File: src/rtl/sim_monitor.sv
// Bench-side run monitor: counts RUN cycles, watches the tohost mailbox, enforces a cycle budget, traces stores.
// Latency: status and trace outputs update one edge after the sampled bus cycle. Completion is visible after the tohost edge.
// Backpressure: none on the CPU bus. Trace pushes into a full FIFO are dropped and flagged unless a pop happens in the same cycle.
module sim_monitor #(
  parameter int unsigned       DATA_W      = 32,
  parameter int unsigned       ADDR_W      = 32,
  parameter logic [ADDR_W-1:0] TOHOST_ADDR = 'h0000_FFFC,
  parameter int unsigned       MAX_CYCLES  = 1000,
  parameter int unsigned       TRACE_DEPTH = 8,
  parameter int unsigned       CNT_W       = 32
) (
  input  logic              clk_i,
  input  logic              rst_ni,
  input  logic              start_i,
  input  logic              memwrite_i,
  input  logic [ADDR_W-1:0] mem_addr_i,
  input  logic [DATA_W-1:0] mem_writedata_i,
  output logic              done_o,
  output logic              pass_o,
  output logic              timeout_o,
  output logic [DATA_W-1:0] fail_code_o,
  output logic [CNT_W-1:0]  cycle_count_o,
  output logic              trace_valid_o,
  output logic [ADDR_W-1:0] trace_addr_o,
  output logic [DATA_W-1:0] trace_data_o,
  input  logic              trace_pop_i,
  output logic              trace_overflow_o
);

  localparam int unsigned AW = $clog2(TRACE_DEPTH);

  typedef enum logic [2:0] {S_IDLE, S_RUN, S_PASS, S_FAIL, S_TIMEOUT} state_e;

  // The reset synchronizer clears at once but releases only after two clock edges.
  logic [1:0] rst_sync_q;
  logic       rst_n;

  // Reset synchronizer: asserts asynchronously and releases on clk.
  always_ff @(posedge clk_i or negedge rst_ni) begin
    if (!rst_ni) rst_sync_q <= 2'b00;
    else         rst_sync_q <= {rst_sync_q[0], 1'b1};
  end
  assign rst_n = rst_sync_q[1];

  state_e             state_q;
  logic [CNT_W-1:0]   cnt_q;
  logic [DATA_W-1:0]  fail_code_q;
  logic               done_q, pass_q, timeout_q;
  logic               tohost_hit, budget_hit;

  // A tohost write of 0 is not a completion, so budget expiry still applies on that cycle.
  assign tohost_hit = memwrite_i && (mem_addr_i == TOHOST_ADDR) && (mem_writedata_i != '0);
  assign budget_hit = (64'(cnt_q) == (64'(MAX_CYCLES) - 64'd1));

  // Run-control FSM with registered status flags, cycle counter and fail code.
  always_ff @(posedge clk_i or negedge rst_n) begin
    if (!rst_n) begin
      state_q     <= S_IDLE;
      cnt_q       <= '0;
      fail_code_q <= '0;
      done_q      <= 1'b0;
      pass_q      <= 1'b0;
      timeout_q   <= 1'b0;
    end else begin
      case (state_q)
        S_IDLE: begin
          cnt_q <= '0;
          if (start_i) state_q <= S_RUN;
        end
        S_RUN: begin
          if (cnt_q != {CNT_W{1'b1}}) cnt_q <= cnt_q + 1'b1;
          if (tohost_hit) begin
            done_q <= 1'b1;
            if (mem_writedata_i == DATA_W'(1)) begin
              state_q <= S_PASS;
              pass_q  <= 1'b1;
            end else begin
              state_q     <= S_FAIL;
              fail_code_q <= mem_writedata_i;
            end
          end else if (budget_hit) begin
            state_q   <= S_TIMEOUT;
            done_q    <= 1'b1;
            timeout_q <= 1'b1;
          end
        end
        default: ;
      endcase
    end
  end

  assign done_o        = done_q;
  assign pass_o        = pass_q;
  assign timeout_o     = timeout_q;
  assign fail_code_o   = fail_code_q;
  assign cycle_count_o = cnt_q;

  // Trace FIFO: pointers carry one wrap bit to tell full from empty.
  logic [AW:0]               wr_ptr_q, rd_ptr_q, wr_ptr_d, rd_ptr_d;
  logic [ADDR_W+DATA_W-1:0]  mem_q [TRACE_DEPTH];
  logic                      overflow_q;
  logic                      empty, full, push_req, push_en, pop_en;

  assign empty    = (wr_ptr_q == rd_ptr_q);
  assign full     = (wr_ptr_q[AW] != rd_ptr_q[AW]) && (wr_ptr_q[AW-1:0] == rd_ptr_q[AW-1:0]);
  assign push_req = (state_q == S_RUN) && memwrite_i;
  assign pop_en   = trace_pop_i && !empty;
  assign push_en  = push_req && (!full || pop_en);
  assign wr_ptr_d = push_en ? wr_ptr_q + 1'b1 : wr_ptr_q;
  assign rd_ptr_d = pop_en  ? rd_ptr_q + 1'b1 : rd_ptr_q;

  // Pointer and sticky overflow update.
  always_ff @(posedge clk_i or negedge rst_n) begin
    if (!rst_n) begin
      wr_ptr_q   <= '0;
      rd_ptr_q   <= '0;
      overflow_q <= 1'b0;
    end else begin
      wr_ptr_q <= wr_ptr_d;
      rd_ptr_q <= rd_ptr_d;
      if (push_req && full && !pop_en) overflow_q <= 1'b1;
    end
  end

  // Storage needs no reset; the pointers alone define which entries are live.
  always_ff @(posedge clk_i) begin
    if (push_en) mem_q[wr_ptr_q[AW-1:0]] <= {mem_addr_i, mem_writedata_i};
  end

  assign trace_valid_o    = !empty;
  assign trace_overflow_o = overflow_q;
  assign {trace_addr_o, trace_data_o} = empty ? '0 : mem_q[rd_ptr_q[AW-1:0]];

endmodule
File: config.mk
export PLATFORM = sky130hd
export DESIGN_NAME = sim_monitor
export DESIGN_NICKNAME = d
export VERILOG_FILES = /design/src/rtl/sim_monitor.sv
export SDC_FILE = /design/constraint.sdc
export NUM_CORES = 1
export LEC_CHECK = 0
export ABC_AREA = 1
export CORE_MARGIN = 2
export CORE_UTILIZATION = 35
export DETAILED_ROUTE_END_ITERATION = 16
export MAX_ROUTING_LAYER = met4
export PLACE_DENSITY_LB_ADDON = 0.3
export SETUP_SLACK_MARGIN = 0.1
export SLEW_MARGIN = 20
export SYNTH_ARGS = -nofsm -noshare
export SYNTH_HDL_FRONTEND = slang
export SYNTH_SLANG_ARGS = --single-unit
File: constraint.sdc
create_clock -name clk_i -period 3.4 [get_ports clk_i]
set_clock_uncertainty 0.2 [all_clocks]
set_input_delay 0.85 -clock clk_i [delete_from_list [all_inputs] [get_ports clk_i]]
set_output_delay 0.85 -clock clk_i [all_outputs]
set_load 0.1 [all_outputs]
==> impl_metrics.tcl <==
set metrics [dict create \
    insertion_delay_ns 0.60 \
    grt_max_degree 106 \
    clkTransAtPathRegs_ns 0.06 \
    layout_min_cycle_time_ns 3.494 \
    violations "negative setup slack" \
    root_buffer "clkbuf_16" \
    cp-end-kind "output pin" \
    area_delta_synth_final_pct 35.80 \
    final_cell_mix "edfxtp_1, nor2_1, nand2_1, o21ai_0, buf_4" \
    nets 2510 \
    synthCells 2146 \
    wirelength_mm 78.36 \
    crit_type "reg2out" \
    layout_setup_ws_ns -0.09405 \
    yosysWarnings 0 \
    maxCapViolCount 0 \
    holdBufCountCts 0 \
    syn_area_um2 24750 \
    synthesis.nets 2218 \
    hold_path_class "reg2async" \
    first_pass_iters 5 \
    post-route-period-util_pct 102.8 \
    status "finished, violations left" \
    post-dp-hpwl_mm 41.34 \
    start_util_pct 35.35 \
    die_h_um 269.9 \
    cts.sinks 593 \
    synth-seq-cells 593 \
    max_freq_ghz 0.2862 \
    grt-ovfl-total 0 \
    numCtsBuffers 67 \
    placementRows 97 \
    grt_pass1_wl_mm 110.7 \
    layout_commonest_cell "edfxtp_1" \
    place_area_um2 29180 \
    finalSetupViolations 62 \
    dp_slack_ns -0.02491 \
    synthTopCellsByArea "edfxtp_1, nor2_1, dfrtp_1" \
    avgViaCountPerCell 5.271 \
    grt_usage_pct 20.50 \
    syn_area_per_cell_um2 11.53 \
    peakVddDrop_mv 0.7274 \
    fin_area_um2 33610 \
    nFillCells 6111 \
    worstMarginPinSlew_ns 0.7035 \
    postRouteAntennaNets 0 \
    synth_cell_type_count 34 \
    cts_tree "built" \
    io_buffers 201 \
    cts.path.max_buffers 3 \
    crit_fanout 10 \
    wl_per_cell_um 22.79 \
    crit-reg2reg-launch "rd_ptr_q[0]" \
    io_pins 202 \
    htreeDepth 3 \
    first_global_vias 17640 \
    drv_slew 0 \
    p_leak_uw 0.01212 \
    synth_top_area_share_pct 62.11 \
    cp_data_required_time_ns 2.35 \
    drt-initial-drc-count 1448 \
    vias 18120 \
    dieArea_um2 72860 \
    globalplace.congestion 0.9362 \
    drc_errors 0 \
    antenna_found_initial 9 \
    r2r_end "mem_q[6][25]" \
    r2r_slack_ns 0.72 \
    pwr_density_cell_nw_per_um2 1001 \
    die_w_um 269.9 \
    relSlewSlack_pct 53.10 \
    worstRegToRegCells 9 \
    start_kind "flip-flop" \
    arrival_ns 2.44 \
    ys_seq_area_share_pct 70.30 \
    fp.coreArea_um2 70030 \
    drive_gt1_share_pct 25.07 \
    synth_largest_area_cell "edfxtp_1" \
    rsz0062_at_grt "yes" \
    finalHoldViolCount 0 \
]
[cells in the mapped netlist (all sizes together)]
cell / count
o31ai: 1
conb: 1
nand2: 234
xnor2: 3
nor3: 26
nand3b: 2
and2: 2
nand3: 62
inv: 89
edfxtp: 512
buf: 64
nor2: 599
clkbuf: 61
o21ai: 221
dfrtp: 81
o21bai: 2
a21oi: 1
o32ai: 128
nand4: 42
xor2: 12
ha: 3
[critical path, stage by stage, from the launching register on]
cell       delay (ns)
dfrtp_4          0.53
buf_12           0.20
clkinv_16        0.10
buf_12           0.13
clkbuf_16        0.17
nor2_1           0.05
o32ai_1          0.12
nor2_1           0.09
nor2_2           0.23
buf_12           0.21
[logic make-up (layout without fill, tap and decap cells)]
group,Yosys count,count (layout),synth area share [%]
AO/OA/AOI/OAI,353,353,9.336
XOR/XNOR,15,15,0.5308
buffers and inverters,214,557,3.796
other,1,10,0.01515
adder cells (fa/ha/maj),3,3,0.1517
flip-flops,593,593,70.30
AND/OR/NAND/NOR,967,967,15.87
[registers in the layout, indices dropped and copies added, names as in the netlist]
name and cells:
timeout_o 1, fail_code_o 32, pass_o 1, rd_ptr_q 4
done_o 1, cycle_count_o 32, trace_overflow_o 1, rst_sync_q 2
wr_ptr_q 4, state_q 3, mem_q 512
[power by group]
| part | internal (µW) | total (µW) | switching, µW |
|---|---|---|---|
| sequential | 7940 | 8000 | 55.4 |
| combinational | 6660 | 18600 | 11900 |
| clock | 4120 | 7080 | 2970 |
| total | 18700 | 33600 | 14900 |
[how the worst max path moves through the flow]
stage | start | depth (start not counted) | slack [ns] | to
floorplan | state_q[2] | 7 | -0.03 | mem_q[6][0]
detailed placement | mem_addr_i[5] | 12 | -0.02 | fail_code_o[10]
finish | rd_ptr_q[0] | 9 | -0.09 | trace_data_o[12]
global route | rd_ptr_q[0] | 8 | -0.19 | trace_data_o[22]
CTS | rd_ptr_q[0] | 7 | -0.11 | trace_addr_o[18]
global placement | mem_addr_i[5] | 14 | -0.03 | state_q[2]
[final cells by class]
cell class | count | area, µm² | share of cell area [%]
sequential | 593 | 17410 | 51.81
multi-input combinational | 1339 | 7599 | 22.61
timing repair buffer | 343 | 4778 | 14.22
clock buffer | 85 | 1807 | 5.375
tap | 940 | 1176 | 3.499
inverter | 89 | 362.8 | 1.079
clock inverter | 35 | 352.8 | 1.050
timing repair inverter | 5 | 101.3 | 0.3015
antenna | 9 | 22.52 | 0.06700
[repair_timing]
| action | CTS | global route |
|---|---|---|
| setup endpoints to repair | 64 | 65 |
| gates cloned | 17 | 21 |
| buffers inserted | 12 | 5 |
| gates resized for setup | 101 | 136 |
| pin swaps | 19 | 51 |
[per-layer routing]
| layer | share of wire (%) | routed length, µm | GRT usage [%] |
|---|---|---|---|
| met1 | 40 | 31280 | 25.27 |
| met5 | 0 | 0 | - |
| met3 | 7.8 | 6127 | 5.156 |
| met4 | 3.3 | 2586 | 6.637 |
| met2 | 49 | 38370 | 33.05 |
[stage by stage]
| stage | setup TNS, ns | hold slack (ns) | total power, µW | std cells | utilization, % |
|---|---|---|---|---|---|
| 2_1_floorplan | -1.708 | 0.1312 | 18080 | 2146 | - |
| 3_3_place_gp | -0.1098 | 0.1323 | 23220 | 3254 | 41.67 |
| 3_5_place_dp | -0.2721 | 0.1403 | 23370 | 3254 | 41.67 |
| 6_report | -2.749 | 0.1236 | 33640 | 3438 | 48.00 |
| 4_1_cts | -4.925 | 0.1485 | 31980 | 3403 | 46.09 |
| 5_1_grt | -8.501 | 0.1641 | 34710 | 3438 | 48.00 |
Note: power is estimated with default switching activity, not from simulation.
